$ cat src/rtl/mem_access_pkg.sv
// ============================================================================
// Module      : mem_access_pkg
// Description : Shared types and constants for the MEM pipeline stage:
//               FSM state encoding, access-size masks, RAM port widths.
// Revision    : 1.0 - initial release
// ============================================================================
`default_nettype none

package mem_access_pkg;

    // Data-RAM port widths
    localparam int c_RAM_DATA_W = 32;
    localparam int c_RAM_STRB_W = 4;
    localparam int c_REG_ADDR_W = 5;

    // Access-size masks carried on mem_sel
    localparam logic [3:0] c_SEL_BYTE = 4'b0001;
    localparam logic [3:0] c_SEL_HALF = 4'b0011;
    localparam logic [3:0] c_SEL_WORD = 4'b1111;

    // MEM stage FSM encoding
    typedef enum logic [0:0] {
        ST_IDLE = 1'b0,
        ST_BUS  = 1'b1
    } state_e;

endpackage : mem_access_pkg

`default_nettype wire

$ cat src/rtl/mem_lane_ext.sv
// ============================================================================
// Module      : mem_lane_ext
// Description : Combinational load-lane steering. Right-aligns the addressed
//               bytes of a RAM word and sign/zero extends byte or half
//               accesses; word accesses pass through.
// Revision    : 1.0 - initial release
// ============================================================================
`default_nettype none

module mem_lane_ext
    import mem_access_pkg::*;
(
    input  logic [c_RAM_DATA_W-1:0] i_rdata,
    input  logic [1:0]              i_addr_lo,
    input  logic [3:0]              i_sel,
    input  logic                    i_ext,
    output logic [c_RAM_DATA_W-1:0] o_result
);

    logic [c_RAM_DATA_W-1:0] w_shifted;

    // Shift the addressed lane down to bit 0, then extend by access size
    always_comb begin
        w_shifted = i_rdata >> {i_addr_lo, 3'b000};
        o_result  = w_shifted;
        case (i_sel)
            c_SEL_BYTE: o_result = {{24{i_ext & w_shifted[7]}}, w_shifted[7:0]};
            c_SEL_HALF: o_result = {{16{i_ext & w_shifted[15]}}, w_shifted[15:0]};
            default:    o_result = w_shifted;
        endcase
    end

endmodule : mem_lane_ext

`default_nettype wire

$ cat src/rtl/mem_access.sv
// ============================================================================
// Module      : mem_access
// Description : Pipeline MEM stage. Passes ALU results to WB, and runs a
//               request/ready transaction on the data RAM for loads and
//               stores with byte-lane steering and load extension. Stalls the
//               pipeline while a transaction is outstanding.
//               Optional build macro: MEM_ALIGN_CHECK_EN (misalignment trap,
//               adds the mem_align_err port).
// Revision    : 1.0 - initial release
// ============================================================================
`default_nettype none

module mem_access
    import mem_access_pkg::*;
#(
    parameter int ADDR_W = 32
) (
    input  logic              clk,
    input  logic              rst,
    input  logic              mem_read_flag,
    input  logic              mem_write_flag,
    input  logic              mem_ext_flag,
    input  logic [3:0]        mem_sel,
    input  logic [31:0]       mem_write_data,
    input  logic [31:0]       ex_result,
    input  logic              reg_write_en_in,
    input  logic [4:0]        reg_write_addr_in,
    input  logic [31:0]       current_pc_addr_in,
    output logic              stall_req,
    output logic              mem_load_flag,
    output logic              ram_en,
    output logic [3:0]        ram_we,
    output logic [ADDR_W-1:0] ram_addr,
    output logic [31:0]       ram_wdata,
    input  logic [31:0]       ram_rdata,
    input  logic              ram_ready,
    output logic [31:0]       wb_result,
    output logic              wb_reg_write_en,
    output logic [4:0]        wb_reg_write_addr,
    output logic [31:0]       wb_pc
`ifdef MEM_ALIGN_CHECK_EN
    ,
    output logic              mem_align_err
`endif
);

    state_e                  r_state_q, r_state_d;
    logic                    r_ram_en_q, r_ram_en_d;
    logic [c_RAM_STRB_W-1:0] r_ram_we_q, r_ram_we_d;
    logic [ADDR_W-1:0]       r_ram_addr_q, r_ram_addr_d;
    logic [c_RAM_DATA_W-1:0] r_ram_wdata_q, r_ram_wdata_d;
    logic [1:0]              r_addr_lo_q, r_addr_lo_d;
    logic [3:0]              r_sel_q, r_sel_d;
    logic                    r_ext_q, r_ext_d;
    logic                    r_rd_q, r_rd_d;
    logic                    r_rwe_q, r_rwe_d;
    logic [c_REG_ADDR_W-1:0] r_rwaddr_q, r_rwaddr_d;
    logic [31:0]             r_pc_q, r_pc_d;
    logic [31:0]             r_wb_result_q, r_wb_result_d;
    logic                    r_wb_wen_q, r_wb_wen_d;
    logic [c_REG_ADDR_W-1:0] r_wb_waddr_q, r_wb_waddr_d;
    logic [31:0]             r_wb_pc_q, r_wb_pc_d;
`ifdef MEM_ALIGN_CHECK_EN
    logic                    r_align_err_q, r_align_err_d;
`endif

    logic                    w_mem_op;
    logic                    w_misaligned;
    logic [c_RAM_STRB_W-1:0] w_strobe;
    logic [c_RAM_DATA_W-1:0] w_wdata_steered;
    logic [c_RAM_DATA_W-1:0] w_load_val;

    assign w_mem_op        = mem_read_flag | mem_write_flag;
    // Strobes shifted past lane 3 fall off the 4-bit result
    assign w_strobe        = mem_sel << ex_result[1:0];
    assign w_wdata_steered = mem_write_data << {ex_result[1:0], 3'b000};

`ifdef MEM_ALIGN_CHECK_EN
    assign w_misaligned = ((mem_sel == c_SEL_HALF) && ex_result[0]) ||
                          ((mem_sel == c_SEL_WORD) && (ex_result[1:0] != 2'b00));
`else
    assign w_misaligned = 1'b0;
`endif

    // Load data path works from the held request, not the live EX inputs
    mem_lane_ext u_lane_ext (
        .i_rdata   (ram_rdata),
        .i_addr_lo (r_addr_lo_q),
        .i_sel     (r_sel_q),
        .i_ext     (r_ext_q),
        .o_result  (w_load_val)
    );

    // Next-state, request capture, writeback selection and stall outputs
    always_comb begin
        r_state_d     = r_state_q;
        r_ram_en_d    = r_ram_en_q;
        r_ram_we_d    = r_ram_we_q;
        r_ram_addr_d  = r_ram_addr_q;
        r_ram_wdata_d = r_ram_wdata_q;
        r_addr_lo_d   = r_addr_lo_q;
        r_sel_d       = r_sel_q;
        r_ext_d       = r_ext_q;
        r_rd_d        = r_rd_q;
        r_rwe_d       = r_rwe_q;
        r_rwaddr_d    = r_rwaddr_q;
        r_pc_d        = r_pc_q;
        r_wb_result_d = r_wb_result_q;
        r_wb_wen_d    = r_wb_wen_q;
        r_wb_waddr_d  = r_wb_waddr_q;
        r_wb_pc_d     = r_wb_pc_q;
`ifdef MEM_ALIGN_CHECK_EN
        r_align_err_d = 1'b0;
`endif
        stall_req     = 1'b0;
        mem_load_flag = 1'b0;

        case (r_state_q)
            ST_IDLE: begin
                if (w_mem_op) begin
                    r_wb_wen_d = 1'b0;
                    if (w_misaligned) begin
`ifdef MEM_ALIGN_CHECK_EN
                        r_align_err_d = 1'b1;
`endif
                    end else begin
                        stall_req     = 1'b1;
                        r_state_d     = ST_BUS;
                        r_ram_en_d    = 1'b1;
                        r_ram_addr_d  = {ex_result[ADDR_W-1:2], 2'b00};
                        r_ram_we_d    = mem_write_flag ? w_strobe : '0;
                        r_ram_wdata_d = w_wdata_steered;
                        r_addr_lo_d   = ex_result[1:0];
                        r_sel_d       = mem_sel;
                        r_ext_d       = mem_ext_flag;
                        r_rd_d        = mem_read_flag;
                        r_rwe_d       = reg_write_en_in;
                        r_rwaddr_d    = reg_write_addr_in;
                        r_pc_d        = current_pc_addr_in;
                    end
                end else begin
                    r_wb_result_d = ex_result;
                    r_wb_wen_d    = reg_write_en_in;
                    r_wb_waddr_d  = reg_write_addr_in;
                    r_wb_pc_d     = current_pc_addr_in;
                end
            end
            ST_BUS: begin
                mem_load_flag = r_rd_q;
                stall_req     = !ram_ready;
                if (ram_ready) begin
                    r_state_d    = ST_IDLE;
                    r_ram_en_d   = 1'b0;
                    r_ram_we_d   = '0;
                    r_wb_waddr_d = r_rwaddr_q;
                    r_wb_pc_d    = r_pc_q;
                    if (r_rd_q) begin
                        r_wb_result_d = w_load_val;
                        r_wb_wen_d    = r_rwe_q;
                    end else begin
                        r_wb_wen_d    = 1'b0;
                    end
                end
            end
            default: r_state_d = ST_IDLE;
        endcase
    end

    // State and output registers; reset abandons any in-flight transaction
    always_ff @(posedge clk) begin
        if (rst) begin
            r_state_q     <= ST_IDLE;
            r_ram_en_q    <= 1'b0;
            r_ram_we_q    <= '0;
            r_ram_addr_q  <= '0;
            r_ram_wdata_q <= '0;
            r_addr_lo_q   <= '0;
            r_sel_q       <= '0;
            r_ext_q       <= 1'b0;
            r_rd_q        <= 1'b0;
            r_rwe_q       <= 1'b0;
            r_rwaddr_q    <= '0;
            r_pc_q        <= '0;
            r_wb_result_q <= '0;
            r_wb_wen_q    <= 1'b0;
            r_wb_waddr_q  <= '0;
            r_wb_pc_q     <= '0;
`ifdef MEM_ALIGN_CHECK_EN
            r_align_err_q <= 1'b0;
`endif
        end else begin
            r_state_q     <= r_state_d;
            r_ram_en_q    <= r_ram_en_d;
            r_ram_we_q    <= r_ram_we_d;
            r_ram_addr_q  <= r_ram_addr_d;
            r_ram_wdata_q <= r_ram_wdata_d;
            r_addr_lo_q   <= r_addr_lo_d;
            r_sel_q       <= r_sel_d;
            r_ext_q       <= r_ext_d;
            r_rd_q        <= r_rd_d;
            r_rwe_q       <= r_rwe_d;
            r_rwaddr_q    <= r_rwaddr_d;
            r_pc_q        <= r_pc_d;
            r_wb_result_q <= r_wb_result_d;
            r_wb_wen_q    <= r_wb_wen_d;
            r_wb_waddr_q  <= r_wb_waddr_d;
            r_wb_pc_q     <= r_wb_pc_d;
`ifdef MEM_ALIGN_CHECK_EN
            r_align_err_q <= r_align_err_d;
`endif
        end
    end

    assign ram_en            = r_ram_en_q;
    assign ram_we            = r_ram_we_q;
    assign ram_addr          = r_ram_addr_q;
    assign ram_wdata         = r_ram_wdata_q;
    assign wb_result         = r_wb_result_q;
    assign wb_reg_write_en   = r_wb_wen_q;
    assign wb_reg_write_addr = r_wb_waddr_q;
    assign wb_pc             = r_wb_pc_q;
`ifdef MEM_ALIGN_CHECK_EN
    assign mem_align_err     = r_align_err_q;
`endif

endmodule : mem_access

`default_nettype wire
$ cat config.mk
export PLATFORM = sky130hd
export DESIGN_NAME = mem_access
export DESIGN_NICKNAME = d
export VERILOG_FILES = /design/src/rtl/mem_access_pkg.sv /design/src/rtl/mem_lane_ext.sv /design/src/rtl/mem_access.sv
export SDC_FILE = /design/constraint.sdc
export NUM_CORES = 1
export LEC_CHECK = 0
export BUFFER_PORTS_ARGS = -buffer_cell sky130_fd_sc_hd__clkbuf_2
export CELL_PAD_IN_SITES_DETAIL_PLACEMENT = 2
export CELL_PAD_IN_SITES_GLOBAL_PLACEMENT = 2
export CORE_MARGIN = 2
export CORE_UTILIZATION = 28
export CTS_CLUSTER_DIAMETER = 80
export CTS_CLUSTER_SIZE = 8
export DETAILED_ROUTE_END_ITERATION = 10
export PLACE_DENSITY_LB_ADDON = 0.1
export SLEW_MARGIN = 25
export SYNTH_ARGS = -nofsm -noshare
export SYNTH_HDL_FRONTEND = slang
export SYNTH_SLANG_ARGS = --single-unit
$ cat constraint.sdc
create_clock -name clk -period 1.9 [get_ports clk]
set_clock_uncertainty 0.15 [all_clocks]
set_input_delay 0.095 -clock clk [delete_from_list [all_inputs] [get_ports clk]]
set_output_delay 0.095 -clock clk [all_outputs]
set_load 0.1 [all_outputs]
==> metrics, run 1 <==
outcome complete, but fails checks; failing checks hold timing; CTS Buf Count 17; Avg Inst Size Synth 8.44 um2; r2r setup slk 0.07 ns; TritonCTS clock tree done; WL/cell 19.2 um; final setup fails 0; Final Net Count 1,497; GRT Total Usage 21.5%; dpl cell area 10,300 um2; Buf/Inv on CP 3; slowest CP cell dfxtp_4; post-route cell area 12,200 um2; Hold Fails Final Rpt 1; Detail Route Antenna Nets 0; Clock power frac 31.2%; CP Class reg2reg; share of the clock period used by the worst path 96.5%; Worst slew margin 51.0%; Sw Pwr 4950 uW; Synth cell types 49; maxcap violations 0; Setup crit start kind flip-flop; WHS -0.0114 ns; vias in the first global route 9,396; Final min period 1.83 ns; Die H 176 um; synthesized area 8320 um2; cells along the critical path buf_4 > nor2b_1 > a22oi_2 > buf_4 > o311ai_4 > buf_12 > a221oi_1; clock tree buffer depth 2; Core Rows 63; combinational share of power 32.3%; H-tree depth 4; CP endpoint kind flip-flop; required time of the critical path 2.03 ns; largest net degree at the start of global routing 126; Sw Ratio 41.5%; CP startpoint r_state_q; Cell Pwr Density 980 nW/um2; Crit path max-delay family buffers and inverters; Synth-to-Final Area Change 46.1%; crit-path max cell delay 0.39 ns; Hold Crit Class in2reg; filler instances 3,324; number of flops mapped to enable cells by yosys 0; Slew Limit Fails 0; Worst-Skew Late Latency 0.45 ns; Post-DP HPWL 22.9 mm; CP most frequent cell buf_4; R2R depth 7; yosys warns 0; Hold Startpoint mem_write_data[8]; first-pass GRT wire length 52.3 mm; Die W 176 um; drt pass-1 iters 4; share of cells above drive strength 1 30.6%; CP max FO 16; DR iter-0 viols 381; FF-to-FF Start r_state_q; Synth async-reset ratio 0%; CTS Root Cell clkbuf_16; sequential share of power 36.5%; worst vdd ir 0.555 mV; RSZ-0062 raised after global routing true; most common cell after layout, fill and taps aside clkbuf_2; clock sink count 184; Initial Util 28.2%; Ports 285; Core Footprint 29,500 um2; initial antenna violation count 0; Crit path depth 7; GR Overflow Total 0; Slew @ Worst Pin 0.733 ns; Via density 4.94; die area 31,100 um2; register area share after synthesis 44.3%; Worst Setup EP wb_result[19]; diode count 0; Top FF cell, synth dfxtp_1; Post-Synthesis Cells 985; most frequent cells in the layout clkbuf_2 (278), nand2_1 (198), dfxtp_1 (182); critical path arrival 1.97 ns; clock slew at reported path FFs 0.09 ns; Leakage Power 0.00517 uW; DR vias 8,669; register bit count reported by yosys 184; Reg2Reg Capture Point wb_result[19]; port bufs 282; GP Congestion 0.788; DRT Wirelength 33.8 mm; Pint 6960 uW; DR DRC count 0; max frequency 545 MHz
-- layout make-up --
type	count	area (um2)	share of cell area, %
Clock inverter	14	178	1.46
Multi-Input combinational cell	710	4290	35.3
Tap cell	390	488	4.02
Sequential cell	184	3690	30.4
Clock buffer	18	429	3.53
Inverter	2	7.51	0.0618
Timing Repair Buffer	438	3070	25.2
-- power groups by stage --
stage	sequential, uW	combinational, uW	clock, uW
4_1_cts	4350	3860	3830
5_1_grt	4390	4080	3990
2_1_floorplan	6020	1090	0
6_report	4340	3850	3710
3_3_place_gp	4420	3590	0
3_5_place_dp	4440	3620	0
-- timing repair --
action | in CTS | in global routing
endpoints found under the setup margin | 14 | 63
endpoints found under the hold margin | 173 | 0
hold buffers | 103 | 0
gates cloned | 1 | 0
buffers inserted | 3 | 4
resized for setup | 15 | 10
pin swaps | 2 | 3
-- registers in the layout, summed over array words and instances, names as in the netlist --
register / count
r_addr_lo_q: 2
r_ext_q: 1
r_pc_q: 32
r_rd_q: 1
r_rwaddr_q: 5
r_rwe_q: 1
r_sel_q: 4
r_state_q: 1
ram_addr: 30
ram_en: 1
ram_wdata: 32
ram_we: 4
wb_pc: 32
wb_reg_write_addr: 5
wb_reg_write_en: 1
wb_result: 32
-- worst register-to-register path, delay by kind of cell (launching register included) --
family	cells	cell delay, ns
buffers and inverters	3	0.52
and+or+nand+nor	1	0.18
AOI/OAI and AO/OA	3	0.44
DFF	1	0.39
-- metrics by stage --
stage | util (%) | std cells | TNS [ns] | setup WS, ns | power [uW]
2_1_floorplan | - | 986 | 0 | 0.0839 | 7120
3_3_place_gp | 35.0 | 1614 | -0.00676 | -0.00606 | 8010
3_5_place_dp | 35.0 | 1614 | -0.0164 | -0.0159 | 8060
4_1_cts | 41.0 | 1753 | -0.0550 | -0.0550 | 12000
5_1_grt | 41.2 | 1756 | -0.131 | -0.0305 | 12500
6_report | 41.2 | 1756 | 0 | 0.0666 | 11900
-- kinds of logic (layout without fill, tap and decap cells) --
logic type,Yosys count,after routing,synth area share [%]
AOI/OAI and AO/OA,252,252,19.6
buffers and inverters,92,472,5.36
DFF,184,184,44.3
muxes,91,91,11.1
other,1,2,0.0451
and+or+nand+nor,365,365,19.6
-- per-layer routing --
layer  track usage (%)  up-vias  wire [um]
met3              5.10       24       2060
met2              38.4      222      16900
met4              4.79        0        382
met1              26.1     4226      14500
li1                  -     4197          -
met5                 0        -          0
-- Yosys cell counts, drive strengths merged, types with 2 or more instances --
cell type,number,area (um2)
a211oi,52,390
a21oi,125,637
a221o,8,80.1
a221oi,7,67.6
a22oi,3,27.5
a2bb2oi,7,61.3
a32oi,11,96.3
and2,2,12.5
buf,55,307
clkbuf,35,131
dfxtp,184,3680
inv,2,7.51
mux2,13,146
mux2i,78,781
nand2,200,753
nand2b,2,12.5
nand3,10,50.1
nor2,88,345
nor2b,6,37.5
nor3,27,145
nor4b,16,161
o211ai,14,105
o21ai,18,90.1
or2,9,56.3
-- worst min-delay path by stage --
stage / end / slack, ns / cells past startpoint
4_1_cts: ram_wdata[24] / 0.002 / 5
3_3_place_gp: r_ext_q / 0.18 / 3
6_report: ram_wdata[24] / -0.01 / 5
2_1_floorplan: r_pc_q[0] / 0.08 / 2
5_1_grt: ram_wdata[30] / 0.03 / 4
3_5_place_dp: r_ext_q / 0.18 / 3
Power figures use the tool's default switching activity.
==> inputs of run 2 (changes only) <==
CELL_PAD_IN_SITES_DETAIL_PLACEMENT = 1   (was 2)
CELL_PAD_IN_SITES_GLOBAL_PLACEMENT = 1   (was 2)
CORE_UTILIZATION = 36   (was 28)
==> metrics, run 2 (synthesized netlist as in run 1, its figures left out) <==
Core Footprint 22,600 um2; vias in the first global route 8,591; CP most frequent cell buf_12; fin cells 1,639; die area 24,300 um2; clock tree buffer depth 2; CP max FO 10; GP Congestion 0.804; Hold Crit Class in2reg; max frequency 528 MHz; Ports 285; Slew Limit Fails 0; CTS Buf Count 17; share of the clock period used by the worst path 99.8%; post-route cell area 11,800 um2; DR vias 8,482; final setup fails 0; clock sink count 184; Core Rows 55; DR iter-0 viols 296; cells along the critical path or3_4 > nand2_8 > buf_12 > inv_1 > buf_12; R2R depth 6; H-tree depth 4; Worst-Skew Late Latency 0.43 ns; Die W 156 um; first-pass GRT wire length 46.1 mm; WHS Endpoint ram_wdata[16]; Final min period 1.90 ns; largest net degree at the start of global routing 90; share of cells above drive strength 1 29.2%; Leakage Power 0.00508 uW; outcome completed; diode count 0; maxcap violations 0; initial antenna violation count 0; port bufs 282; Final Net Count 1,485; crit-path max cell delay 0.40 ns; GR Overflow Total 0; r2r setup slk 0.08 ns; dpl cell area 10,100 um2; critical path arrival 1.65 ns; Post-Route Setup TNS 0 ns; drt pass-1 iters 4; Slew @ Worst Pin 0.820 ns; slowest CP cell or3_4; Setup crit start kind flip-flop; CP endpoint kind primary output; Hold Startpoint mem_write_data[8]; Crit path max-delay family simple AND/OR/NAND/NOR gates; Post-DP HPWL 20.3 mm; clock slew at reported path FFs 0.07 ns; Detail Route Antenna Nets 0; TritonCTS clock tree done; FF-to-FF Start r_state_q; RSZ-0062 raised after global routing true; required time of the critical path 1.65 ns; DR DRC count 0; Reg2Reg Capture Point wb_result[11]; Hold Fails Final Rpt 0; WHS Path Cells 5; Cell Pwr Density 983 nW/um2; most frequent cells in the layout clkbuf_2 (279), nand2_1 (198), dfxtp_1 (182); most common cell after layout, fill and taps aside clkbuf_2; GRT Total Usage 24.0%; Placed Instances 1,501; Buf/Inv on CP 3; Worst slew margin 45.3%; DRT Wirelength 29.6 mm; Die H 156 um; WL/cell 18.1 um; CTS Root Cell clkbuf_16; worst vdd ir 0.601 mV; Initial Util 36.7%; Via density 5.18; Synth-to-Final Area Change 42.0%; CP Class reg2out
[run 2: cell count changes in the layout (fill, tap and decap cells not counted), moves of 3 or more]
cell	previous run	this run
nor4b_1	8	14
buf_4	38	28
inv_8	1	4
nor4b_2	6	1
clkinv_4	1	6
inv_6	5	1
[run 2: where the power goes]
part / switching, uW / total [uW] / internal, uW
Sequential: 186 / 4340 / 4160
Combinational: 2780 / 3740 / 967
Clock: 1760 / 3530 / 1760
Total: 4730 / 11600 / 6890
[run 2: layout make-up]
| type | instances | area, um2 |
|---|---|---|
| clock inverters | 14 | 155 |
| repair buffers | 426 | 2940 |
| inverters | 2 | 7.51 |
| fillers | 2719 | 10800 |
| multi-input cells | 710 | 4230 |
| clock buffers | 18 | 429 |
| flip-flops and latches | 184 | 3690 |
| well taps | 285 | 357 |
[run 2: metrics by stage]
stage / total power (uW) / hold slack (ns) / setup slack (ns) / utilization [%]
floorplan: 7120 / 0.0810 / 0.0839 / -
global placement: 7930 / 0.177 / -0.0854 / 44.6
detailed placement: 7970 / 0.180 / -0.0435 / 44.6
CTS: 11700 / 0.00207 / -0.0836 / 52.0
global route: 12100 / 0.0444 / -0.0677 / 52.2
finish: 11600 / 0.0179 / 0.00446 / 52.2
[run 2: how the worst max path moves through the flow]
stage                              start             to  cells after the start
after detailed placement  r_addr_lo_q[0]  wb_result[11]                      4
after global placement         r_state_q  wb_result[10]                      3
after CTS                      r_state_q      stall_req                      5
final                          r_state_q      stall_req                      5
after floorplan                r_state_q      stall_req                      6
after global routing           r_state_q      stall_req                      5
[run 2: layer usage]
| metal | share of wire [%] | up-vias | global-route usage (%) |
|---|---|---|---|
| met1 | 45 | 4042 | 29.5 |
| met4 | 1.4 | 0 | 6.47 |
| met2 | 49 | 227 | 42.3 |
| met3 | 5.0 | 25 | 5.53 |
| met5 | 0 | - | 0 |
| li1 | - | 4188 | - |
[run 2: repair_timing]
action                                  in CTS  in global routing
hold endpoints to repair                   169                  0
pin swaps                                    1                  1
cloned                                       1                  0
hold buffers                               103                  0
endpoints found under the setup margin      11                 89
buffers inserted                             1                  1
resized for setup                            5                  3
[run 2: worst min-delay path: stages]
cell      delay (ns)
clkbuf_2        0.09
mux2i_1         0.13
nor2_1          0.05
a21oi_1         0.11
a211oi_1        0.08
==> inputs of run 3 (changes only) <==
--- a/config.mk
+++ b/config.mk
@@ -15,2 +15,3 @@
 export DETAILED_ROUTE_END_ITERATION = 10
+export GPL_TIMING_DRIVEN = 0
 export PLACE_DENSITY_LB_ADDON = 0.1
==> constraint.sdc (replaced) <==
create_clock -name clk -period 1.9 [get_ports clk]
set_clock_uncertainty 0.15 [all_clocks]
set_input_delay 0.285 -clock clk [delete_from_list [all_inputs] [get_ports clk]]
set_output_delay 0.285 -clock clk [all_outputs]
set_load 0.1 [all_outputs]
==> metrics, run 3 (synthesized netlist as in run 1, its figures left out) <==
outcome complete, but fails checks; failing checks setup timing; clock tree buffer depth 2; H-tree depth 4; Initial Util 36.7%; slowest CP cell dfxtp_4; combinational share of power 33.3%; Reg area 3690 um2; Clock power frac 29.9%; final worst setup slack -0.140 ns; DR DRC count 0; CP Class reg2out; Hold Fails Final Rpt 0; WL/cell 19.5 um; filler instances 2,794; initial antenna violation count 0; maxcap violations 0; crit-path max cell delay 0.36 ns; DR vias 8,889; utilization after layout 53.3%; Sw Ratio 41.1%; vias in the first global route 8,942; clock slew at reported path FFs 0.07 ns; max frequency 490 MHz; GR Overflow Total 0; clock sink count 184; final setup fails 2; CP max FO 3; cells along the critical path or3_4 > nand2_4 > buf_12 > clkinvlp_4 > clkbuf_16; Die W 156 um; GP Congestion 0.834; largest net degree at the start of global routing 20; share of the clock period used by the worst path 107%; most frequent cells in the layout clkbuf_2 (287), nand2_1 (197), dfxtp_1 (181); worst vdd ir 0.499 mV; Slew Limit Fails 0; DR iter-0 viols 378; sequential share of power 36.7%; Worst slew margin 52.9%; Via density 5.24; Slew @ Worst Pin 0.706 ns; CTS Buf Count 17; area of the multi-input gates 4310 um2; Sw Pwr 4860 uW; required time of the critical path 1.46 ns; Worst-Skew Late Latency 0.43 ns; CTS Root Cell clkbuf_16; Final Power 11,800 uW; RSZ-0062 raised after global routing true; port bufs 280; DRT Wirelength 33.1 mm; WHS 0.0871 ns; Detail Route Antenna Nets 0; most common cell after layout, fill and taps aside clkbuf_2; Post-DP HPWL 24.1 mm; GRT Total Usage 26.5%; Ports 285; CP endpoint kind primary output; Leakage Power 0.00524 uW; share of cells above drive strength 1 32.9%; Die H 156 um; critical path arrival 1.61 ns; Setup crit start kind flip-flop; TritonCTS clock tree done; Final Net Count 1,544; Final min period 2.04 ns; drt pass-1 iters 4; Core Footprint 22,600 um2; Pint 6950 uW; first-pass GRT wire length 49.9 mm; Placed Instances 1,551; Synth-to-Final Area Change 45.1%; Cell Pwr Density 979 nW/um2; Hold Crit Class in2reg; diode count 0; Core Rows 55; die area 24,300 um2; fin cells 1,697
run 3: changes by cell type in the layout (fill, tap and decap cells not counted), moves of 8 or more:
cell,previous run,this run
buf_2,0,18
buf_12,12,4
clkbuf_1,1,24
buf_4,28,44
clkbuf_2,279,287
dlygate4sd3_1,103,81
run 3: critical path, delay by kind of cell, from the launching register on:
family | cells | cell delay (ns)
buffers and inverters | 3 | 0.37
flip-flops | 1 | 0.36
AND/OR/NAND/NOR | 2 | 0.44
run 3: final timing paths:
kind                 start             to  slack [ns]  depth (start not counted)
max              r_state_q      stall_req       -0.14                          5
min          mem_read_flag         r_rd_q        0.09                          3
max reg2reg      r_state_q  wb_result[16]        0.02                          7
min reg2reg   ram_wdata[0]   ram_wdata[0]        0.31                          2
run 3: power by group through the flow:
stage                     registers (uW)  logic, uW  clock network, uW
after floorplan                     6020       1100                  0
after global placement              4410       3550                  0
after detailed placement            4420       3580                  0
after CTS                           4330       3800               3630
after global routing                4370       4150               3750
final                               4340       3940               3540
run 3: metrics by stage:
| step | instance area (um2) | setup WS (ns) | TNS [ns] |
|---|---|---|---|
| floorplan | 8340 | -0.0504 | -0.0504 |
| global placement | 10100 | -0.431 | -20.57 |
| detailed placement | 10100 | -0.469 | -27.45 |
| CTS | 11700 | -0.247 | -0.460 |
| global route | 12100 | -0.189 | -0.499 |
| finish | 12100 | -0.140 | -0.175 |
run 3: cell type report:
type                    instances  share of cell area, %
multi-input cells             710                   35.8
flip-flops and latches        184                   30.6
repair buffers                400                   21.6
plain buffers                  85                   4.22
clock buffers                  17                   3.53
well taps                     285                   2.96
clock inverters                14                   1.30
inverters                       2                 0.0933
run 3: layer usage:
metal	routed length (um)	GRT usage, %
met1	14700	34.1
met2	15900	45.1
met3	1750	5.22
met4	673	7.78
met5	0	0
run 3: what timing repair did:
item,4_1_cts,5_1_grt
gates cloned,0,2
endpoints found under the setup margin,119,117
gates resized for setup,31,56
pin swaps,5,9
buffers inserted,12,25
hold buffers,81,0
hold endpoints to repair,82,0
